===== src/rtl/mem_port_arbiter_pkg.sv =====
// Shared types and constants for the memory port arbiter: FSM state encoding and word alignment.
package mem_port_arbiter_pkg;

  typedef enum logic [1:0] {
    StIdle,
    StIfAcc,
    StDRd,
    StDWr
  } arb_state_e;

  // Number of byte-offset bits cleared to form a word address
  localparam int unsigned ByteOffW = 2;

endpackage


===== src/rtl/mem_port_arbiter_if.sv =====
// Bundle of requester (fetch and load/store), memory and stall signals around the arbiter.
interface mem_port_arbiter_if #(
  parameter int unsigned AW = 32,
  parameter int unsigned DW = 32
) ();

  logic          if_req;
  logic [AW-1:0] if_addr;
  logic [DW-1:0] if_rdata;
  logic          if_valid;
  logic          d_req;
  logic          d_we;
  logic [AW-1:0] d_addr;
  logic [DW-1:0] d_wdata;
  logic [DW-1:0] d_rdata;
  logic          d_valid;
  logic          d_misalign;
  logic [AW-1:0] mem_addr;
  logic [DW-1:0] mem_wdata;
  logic          mem_we;
  logic [DW-1:0] mem_rdata;
  logic          pc_stall;

  modport slave (
    input  if_req, if_addr, d_req, d_we, d_addr, d_wdata, mem_rdata,
    output if_rdata, if_valid, d_rdata, d_valid, d_misalign, mem_addr, mem_wdata, mem_we,
           pc_stall
  );

  modport master (
    output if_req, if_addr, d_req, d_we, d_addr, d_wdata, mem_rdata,
    input  if_rdata, if_valid, d_rdata, d_valid, d_misalign, mem_addr, mem_wdata, mem_we,
           pc_stall
  );

endinterface


===== src/rtl/mem_lat_counter.sv =====
// Memory latency down-counter: loaded with MEM_LAT at grant, done once it has run down to zero.
module mem_lat_counter #(
  parameter int unsigned MEM_LAT = 1
) (
  input  logic clk,
  input  logic reset_n,
  input  logic load,
  output logic done
);

  localparam int unsigned CntW = $clog2(MEM_LAT + 1);

  logic [CntW-1:0] cnt_q;

  always_ff @(posedge clk or negedge reset_n) begin
    if (!reset_n) begin
      cnt_q <= '0;
    end else if (load) begin
      cnt_q <= CntW'(MEM_LAT);
    end else if (cnt_q != '0) begin
      cnt_q <= cnt_q - CntW'(1);
    end
  end

  assign done = (cnt_q == '0);

endmodule


===== src/rtl/mem_port_arbiter.sv =====
// Shares one memory port between instruction fetch and load/store, one access at a time,
// with data priority bounded by a fetch starvation counter.
module mem_port_arbiter
  import mem_port_arbiter_pkg::*;
#(
  parameter int unsigned AW         = 32,
  parameter int unsigned DW         = 32,
  parameter int unsigned MEM_LAT    = 1,
  parameter int unsigned STARVE_MAX = 4
) (
  input logic               clk,
  input logic               reset_n,
  mem_port_arbiter_if.slave bus
);

  localparam int unsigned StarveW = $clog2(STARVE_MAX + 1);

  arb_state_e         state_q, state_d;
  logic [StarveW-1:0] starve_q, starve_d;
  logic               starved, grant_if, grant_d, lat_done, if_done, d_rd_done;

  logic [AW-1:0] mem_addr_q;
  logic [DW-1:0] mem_wdata_q, if_rdata_q, d_rdata_q;
  logic          mem_we_q, if_valid_q, d_valid_q, d_misalign_q, misalign_q;
  logic          unused_if_lo;

  assign unused_if_lo = ^bus.if_addr[ByteOffW-1:0];

  assign starved  = (starve_q == StarveW'(STARVE_MAX));
  assign grant_if = (state_q == StIdle) && bus.if_req && (!bus.d_req || starved);
  assign grant_d  = (state_q == StIdle) && bus.d_req && !grant_if;

  assign if_done   = (state_q == StIfAcc) && lat_done;
  assign d_rd_done = (state_q == StDRd) && lat_done;

  mem_lat_counter #(
    .MEM_LAT(MEM_LAT)
  ) u_lat_counter (
    .clk    (clk),
    .reset_n(reset_n),
    .load   (grant_if || (grant_d && !bus.d_we)),
    .done   (lat_done)
  );

  always_comb begin
    state_d = state_q;
    unique case (state_q)
      StIdle: begin
        if (grant_if) begin
          state_d = StIfAcc;
        end else if (grant_d) begin
          state_d = bus.d_we ? StDWr : StDRd;
        end
      end
      StIfAcc, StDRd: if (lat_done) state_d = StIdle;
      StDWr:          state_d = StIdle;
      default:        state_d = StIdle;
    endcase
  end

  // A data grant only reaches the increment when if_req is high
  always_comb begin
    starve_d = starve_q;
    if (state_q == StIdle) begin
      if (grant_if || !bus.if_req) begin
        starve_d = '0;
      end else if (grant_d && !starved) begin
        starve_d = starve_q + StarveW'(1);
      end
    end
  end

  always_ff @(posedge clk or negedge reset_n) begin
    if (!reset_n) begin
      state_q  <= StIdle;
      starve_q <= '0;
    end else begin
      state_q  <= state_d;
      starve_q <= starve_d;
    end
  end

  always_ff @(posedge clk or negedge reset_n) begin
    if (!reset_n) begin
      mem_addr_q   <= '0;
      mem_wdata_q  <= '0;
      mem_we_q     <= 1'b0;
      misalign_q   <= 1'b0;
      if_valid_q   <= 1'b0;
      d_valid_q    <= 1'b0;
      d_misalign_q <= 1'b0;
      if_rdata_q   <= '0;
      d_rdata_q    <= '0;
    end else begin
      mem_we_q     <= grant_d && bus.d_we;
      if_valid_q   <= if_done;
      d_valid_q    <= d_rd_done || (state_q == StDWr);
      d_misalign_q <= (d_rd_done || (state_q == StDWr)) && misalign_q;
      if (grant_if) begin
        mem_addr_q  <= {bus.if_addr[AW-1:ByteOffW], {ByteOffW{1'b0}}};
        mem_wdata_q <= '0;
      end else if (grant_d) begin
        mem_addr_q  <= {bus.d_addr[AW-1:ByteOffW], {ByteOffW{1'b0}}};
        mem_wdata_q <= bus.d_wdata;
        misalign_q  <= (bus.d_addr[ByteOffW-1:0] != '0);
      end
      if (if_done)   if_rdata_q <= bus.mem_rdata;
      if (d_rd_done) d_rdata_q  <= bus.mem_rdata;
    end
  end

  assign bus.mem_addr   = mem_addr_q;
  assign bus.mem_wdata  = mem_wdata_q;
  assign bus.mem_we     = mem_we_q;
  assign bus.if_valid   = if_valid_q;
  assign bus.if_rdata   = if_rdata_q;
  assign bus.d_valid    = d_valid_q;
  assign bus.d_rdata    = d_rdata_q;
  assign bus.d_misalign = d_misalign_q;
  assign bus.pc_stall   = (bus.if_req && !if_valid_q) || (bus.d_req && !d_valid_q);

endmodule

===== src/flat_wrapper.sv =====
// flat-port wrapper written by rule: the top's interface ports become plain ports
module mem_port_arbiter_flat import mem_port_arbiter_pkg::*;
#(
  parameter int unsigned AW         = 32,
  parameter int unsigned DW         = 32,
  parameter int unsigned MEM_LAT    = 1,
  parameter int unsigned STARVE_MAX = 4
)
  (clk, reset_n, bus_if_req, bus_if_addr, bus_d_req, bus_d_we, bus_d_addr, bus_d_wdata, bus_mem_rdata, bus_if_rdata, bus_if_valid, bus_d_rdata, bus_d_valid, bus_d_misalign, bus_mem_addr, bus_mem_wdata, bus_mem_we, bus_pc_stall);
  mem_port_arbiter_if #(.AW(AW), .DW(DW)) bus_i ();
  input logic clk;
  input logic reset_n;
  input wire logic [$bits(bus_i.if_req)-1:0] bus_if_req;
  input wire logic [$bits(bus_i.if_addr)-1:0] bus_if_addr;
  input wire logic [$bits(bus_i.d_req)-1:0] bus_d_req;
  input wire logic [$bits(bus_i.d_we)-1:0] bus_d_we;
  input wire logic [$bits(bus_i.d_addr)-1:0] bus_d_addr;
  input wire logic [$bits(bus_i.d_wdata)-1:0] bus_d_wdata;
  input wire logic [$bits(bus_i.mem_rdata)-1:0] bus_mem_rdata;
  output wire logic [$bits(bus_i.if_rdata)-1:0] bus_if_rdata;
  output wire logic [$bits(bus_i.if_valid)-1:0] bus_if_valid;
  output wire logic [$bits(bus_i.d_rdata)-1:0] bus_d_rdata;
  output wire logic [$bits(bus_i.d_valid)-1:0] bus_d_valid;
  output wire logic [$bits(bus_i.d_misalign)-1:0] bus_d_misalign;
  output wire logic [$bits(bus_i.mem_addr)-1:0] bus_mem_addr;
  output wire logic [$bits(bus_i.mem_wdata)-1:0] bus_mem_wdata;
  output wire logic [$bits(bus_i.mem_we)-1:0] bus_mem_we;
  output wire logic [$bits(bus_i.pc_stall)-1:0] bus_pc_stall;
  assign bus_i.if_req = bus_if_req;
  assign bus_i.if_addr = bus_if_addr;
  assign bus_i.d_req = bus_d_req;
  assign bus_i.d_we = bus_d_we;
  assign bus_i.d_addr = bus_d_addr;
  assign bus_i.d_wdata = bus_d_wdata;
  assign bus_i.mem_rdata = bus_mem_rdata;
  assign bus_if_rdata = bus_i.if_rdata;
  assign bus_if_valid = bus_i.if_valid;
  assign bus_d_rdata = bus_i.d_rdata;
  assign bus_d_valid = bus_i.d_valid;
  assign bus_d_misalign = bus_i.d_misalign;
  assign bus_mem_addr = bus_i.mem_addr;
  assign bus_mem_wdata = bus_i.mem_wdata;
  assign bus_mem_we = bus_i.mem_we;
  assign bus_pc_stall = bus_i.pc_stall;
  mem_port_arbiter #(.AW(AW), .DW(DW), .MEM_LAT(MEM_LAT), .STARVE_MAX(STARVE_MAX)) u_core (.clk(clk), .reset_n(reset_n), .bus(bus_i));
endmodule

===== config.mk =====
export PLATFORM = sky130hd
export DESIGN_NAME = mem_port_arbiter_flat
export DESIGN_NICKNAME = d
export VERILOG_FILES = /design/src/rtl/mem_port_arbiter_pkg.sv /design/src/rtl/mem_port_arbiter_if.sv /design/src/rtl/mem_lat_counter.sv /design/src/rtl/mem_port_arbiter.sv /design/src/flat_wrapper.sv
export SDC_FILE = /design/constraint.sdc
export NUM_CORES = 1
export LEC_CHECK = 0
export ABC_CLOCK_PERIOD_IN_PS = 2400
export BUFFER_PORTS_ARGS = -buffer_cell sky130_fd_sc_hd__buf_2
export CAP_MARGIN = 20
export CORE_ASPECT_RATIO = 0.5
export CORE_MARGIN = 3
export CORE_UTILIZATION = 46
export DETAILED_ROUTE_END_ITERATION = 10
export GPL_TIMING_DRIVEN = 0
export PLACE_DENSITY = 0.8
export SKIP_CTS_REPAIR_TIMING = 1
export SLEW_MARGIN = 20
export SYNTH_ARGS = -nofsm -noshare
export SYNTH_HDL_FRONTEND = slang
export SYNTH_SLANG_ARGS = --single-unit

===== constraint.sdc =====
create_clock -name clk -period 2.4 [get_ports clk]
set_clock_uncertainty 0.2 [all_clocks]
set_input_delay 0.48 -clock clk [delete_from_list [all_inputs] [get_ports clk]]
set_output_delay 0.48 -clock clk [all_outputs]
set_load 0.05 [all_outputs]

# Word-level counts from Yosys, hierarchy flattened
# Cells that the tools add are included.
# totals
ff_bits	139
elab_cells	67
# classes
n_addsub	2
eq_ne	6
n_mux	13
bitwise	2
n_reduce_logical	32
# ops
operator	n
2-to-1 mux 32 bit	4
logical AND 1 bit	12
zero test 1 bit	7
2-to-1 mux 2 bit	3
2-to-1 mux 3 bit	2
case mux 2 bit (3 select lines)	1
AND reduction 2 bit	3
nonzero test 2 bit	3
logical OR 1 bit	5
equality test 2 bit (second input constant)	2
adder 3 x 1 -> 3 bit (second input constant)	1
equality test 3 bit (second input constant)	1
2-to-1 mux 1 bit	3
inequality test 3 x 1 -> 1 bit (second input constant)	1
equality test 2 x 1 -> 1 bit (second input constant)	1
zero test 2 bit	1
inequality test 2 bit (second input constant)	1
inverter 1 bit	2
OR reduction 2 bit	1
subtractor 1 bit (second input constant)	1

# Depth between registers and ports, before layout
# depth
ltp_word	8
mapped_depth	6

# By module
# Synthesis repeated with hierarchy kept, for this count alone.
# hier_totals
hier_cells	438
hier_area_um2	5701.7
# by_module_without_submodules
mod	n_inst	cells_each	area_per_inst_um2	seq_area_each_um2
mem_port_arbiter	1	436	5672.9	3403.3
mem_lat_counter	1	2	28.8	25.0

# Least setup slack after synthesis
# No wires, ideal clock.
# synth_timing
path_kind	input to output
from	in bus_if_req
to	out bus_pc_stall
arrival_ns	1.490
required_ns	1.720
slack_ns	0.230
cell_stages	3
n_path_buf	1
cell_sequence	buf_2 > inv_1 > o22ai_1
# synth_between
elab_chain_len	2
# synth_lines
element	line	source
start, declared	flat_wrapper.sv:13	input wire logic [$bits(bus_i.if_req)-1:0] bus_if_req;
logical AND 1 bit	mem_port_arbiter.sv:120	assign bus.pc_stall = (bus.if_req && !if_valid_q) || (bus.d_req && !d_valid_q);
logical OR 1 bit	mem_port_arbiter.sv:120	
end, declared	flat_wrapper.sv:28	output wire logic [$bits(bus_i.pc_stall)-1:0] bus_pc_stall;
# No other way between the ends.

# Worst setup path in the final report
# layout_timing
from	reg u_core.state_q[1]
to	reg u_core.mem_addr_q[31] (netlist: u_core.bus.mem_addr[31])
# layout_between
elab_chain_len	6
word_cells_on_any_way	8
cone_classes	mux (1); reduce/logical (7)
# layout_lines
element	line	source
start, declared	mem_port_arbiter.sv:18	arb_state_e state_q, state_d;
start signal, assigned	mem_port_arbiter.sv:75	state_q <= StIdle;
start signal, assigned	mem_port_arbiter.sv:78	state_q <= state_d;
zero test 2 bit (*)	mem_port_arbiter.sv:30, mem_port_arbiter.sv:31	
logical AND 1 bit (2 in a row)	mem_port_arbiter.sv:30	assign grant_if = (state_q == StIdle) && bus.if_req && (!bus.d_req || starved);
zero test 1 bit	mem_port_arbiter.sv:31	assign grant_d = (state_q == StIdle) && bus.d_req && !grant_if;
logical AND 1 bit	mem_port_arbiter.sv:31	
nonzero test 2 bit (no line)	n/a	
end signal, assigned	mem_port_arbiter.sv:100	mem_addr_q <= {bus.if_addr[AW-1:ByteOffW], {ByteOffW{1'b0}}};
end signal, assigned	mem_port_arbiter.sv:103	mem_addr_q <= {bus.d_addr[AW-1:ByteOffW], {ByteOffW{1'b0}}};
end, declared	mem_port_arbiter.sv:22	logic [AW-1:0] mem_addr_q;
# Mark *: on every way between the ends. The rest lies on a longest branch, timed or not.
# A chain may end at the register's enable or synchronous reset.

==> out/results.ini <==
[run_status]
status=completed

[timing]
hold_violations=0
finalCritPeriodShare_pct=87.40
rsz0062_at_grt=false
final_max_slew_viol_count=0
setup_ws_ps=302.5
min_period_ps=2097
worstMarginPinSlew_ps=569.3
fmax_mhz=476.8
slew_headroom_pct=62.05
setup_viol_count_final=0

[clocking]
clkSinkCount=137
cts_buffers=17
insertion_delay_ps=400
clockRootBuffer=clkbuf_16
cts_buffer_depth=2
cts_tree=yes
cts_max_level=4
clk_pin_slew_ps=60

[setup_path]
worstSetupEndpointType=flop
arrival_ps=2220
cp-startpoint=u_core.state_q[1]
reg2reg_slack_ps=300
worstPathRequired_ps=2530
crit_slowest_cell=clkbuf_1
r2r-start=u_core.state_q[1]
endpoint=u_core.bus.mem_addr[31]
critPathKind=reg2reg
rr_worst_depth=6
r2r_end=u_core.bus.mem_addr[31]
slowest_delay_ps=460
cp_cell_sequence=inv_1, ha_1, o21a_1, clkbuf_1, nor2_1, a21oi_1
critPathLaunchType=flop
worstPathMaxFanout=10

[global_route]
overflow=0
grtUsageTotal_pct=23.54
grt_pass1_vias=4945
grt_max_degree=101
grt_pass1_wl_mm=25.47
antenna_found_initial=0

[die]
fp.dieArea_mm2=0.01355
coreArea_mm2=0.01138
fp.dieW_um=161.7
rows=27
die_h_um=83.83
io_pins=266
initial_core_util_pct=48.95

[finish]
nets=860
final_cell_count_no_fill=891
area_delta_synth_final_pct=38.59
fillers=901
num_antenna_cells=0
drive_above_1_share_pct=53.01

[synth]
ys_warn_count=0
synth_top_area_cell=dfrtp_1
yosysUniqueCellTypes=35
async_flop_share_pct=100.0
ys_ff_latch=137
synth-main-ff-cell=dfrtp_1
syn_avg_cell_area_um2=12.72
postSynthCellCount=438
netlist_area_mm2=0.005573
synth_edf_count=0
yosys-top-cells-count=dfrtp_1 (137), mux2_2 (63), a22o_1 (34), nor2_1 (33), a21oi_1 (30)
synth.most_common_cell=dfrtp_1
seq_area_frac_synth_pct=61.52
synthTopCellsByArea=dfrtp_1 (62%), mux2_2 (13%), a22o_1 (5.3%)
synth_top_area_share_pct=61.52

[detailed_routing]
drt-wirelength-per-cell_um=17.54
drt_wl_total_mm=15.62
remaining_drc_errors=0
vias=4686
via_per_inst=5.259
ant_nets=0
drtPass1Iterations=5
dr.first_iter.drc_count=337

[placed_design]
placed_cells=859
pre_cts_ws_ps=373.2
dp_hpwl_mm=11.29
gp_congestion=0.8304
numPortBuffers=260

[run]
maxCapViolations=0

[worst_hold_path]
hold_path_class=in2reg

## worst min path at each step
| stage | from | slack (ps) | to | depth (start not counted) |
|---|---|---|---|---|
| finish | bus_d_wdata[6] | 90 | u_core.bus.mem_wdata[6] | 2 |
| global route | bus_d_wdata[12] | 80 | u_core.bus.mem_wdata[12] | 2 |
| CTS | reset_n | -260 | u_core.bus.d_rdata[14] | 1 |
| detailed placement | reset_n | 170 | u_core.bus.d_rdata[14] | 1 |
| global placement | u_core.misalign_q | 260 | u_core.bus.d_misalign | 1 |
| floorplan | reset_n | -20 | u_core.bus.d_misalign | 0 |
## metrics by stage
step	utilization (%)	TNS, ps	instance area, µm²	hold WS, ps
after floorplan	-	0	5577	-15.59
after global placement	62.16	-161640	7077	259.2
after detailed placement	62.49	0	7114	170.7
after CTS	67.75	0	7714	-264.3
after global routing	67.84	0	7724	80.63
final	67.84	0	7724	90.97
## state kept, by name, indices dropped and copies added (netlist names), 2 cells and up
signal	cells
u_core.bus.if_rdata	32
u_core.bus.d_rdata	32
u_core.starve_q	3
u_core.bus.mem_wdata	32
u_core.state_q	2
u_core.bus.mem_addr	30
## cell type report
| type | count | area [µm²] | area share [%] |
|---|---|---|---|
| buffer | 35 | 185.2 | 2.398 |
| sequential | 137 | 3428 | 44.39 |
| clock inverter | 14 | 173.9 | 2.252 |
| inverter | 8 | 30.03 | 0.3888 |
| timing repair buffer | 262 | 1349 | 17.46 |
| clock buffer | 17 | 425.4 | 5.508 |
| tap | 159 | 198.9 | 2.576 |
| multi-input combinational | 259 | 1933 | 25.03 |
## cell usage in the layout, fill, tap and decap left out, types with 2 or more instances in the layout
cell	netlist	layout
buf_2	19	278
dfrtp_1	137	137
mux2_2	63	63
a22o_1	34	34
nor2_1	33	33
a21oi_1	30	30
a31oi_1	29	29
o21ai_0	28	28
clkbuf_16	0	17
inv_1	8	8
clkbuf_1	8	8
ha_1	7	7
nand2_1	5	5
o21ai_1	5	5
and2_1	3	3
buf_4	3	3
clkbuf_2	3	3
clkinv_2	0	3
clkinvlp_4	0	3
clkinv_4	0	3
bufinv_16	0	3
o22ai_1	2	2
buf_6	2	2
o32ai_1	2	2
o21a_1	2	2
conb_1	1	2
## per-layer routing
layer / routed length (µm) / part of all wire (%) / GRT usage (%)
met4: 425 / 2.7 / 10.45
met1: 6218 / 40 / 28.68
met2: 8066 / 52 / 40.67
met3: 913 / 5.8 / 4.906
met5: 0 / 0 / 0
## kinds of logic (layout without fill, tap and decap cells)
| group | Yosys count | in the layout | synth area share [%] |
|---|---|---|---|
| buffers and inverters | 43 | 336 | 3.862 |
| other | 1 | 2 | 0.06729 |
| AND/OR/NAND/NOR | 47 | 47 | 3.705 |
| AO/OA/AOI/OAI | 138 | 138 | 16.17 |
| flip-flops | 137 | 137 | 61.52 |
| adder cells (fa/ha/maj) | 7 | 7 | 1.572 |
| multiplexers | 65 | 65 | 13.11 |
## worst max-delay path, delay by kind of cell (launching register included)
kind                     cells  cell delay, ps
AND/OR/NAND/NOR              1             110
buffers and inverters        2             590
adder cells (fa/ha/maj)      1             340
flip-flops                   1             420
AO/OA/AOI/OAI                2             360
Power is not shown: default switching activity piles up to over one toggle a cycle in this logic, so the estimate is an artifact.
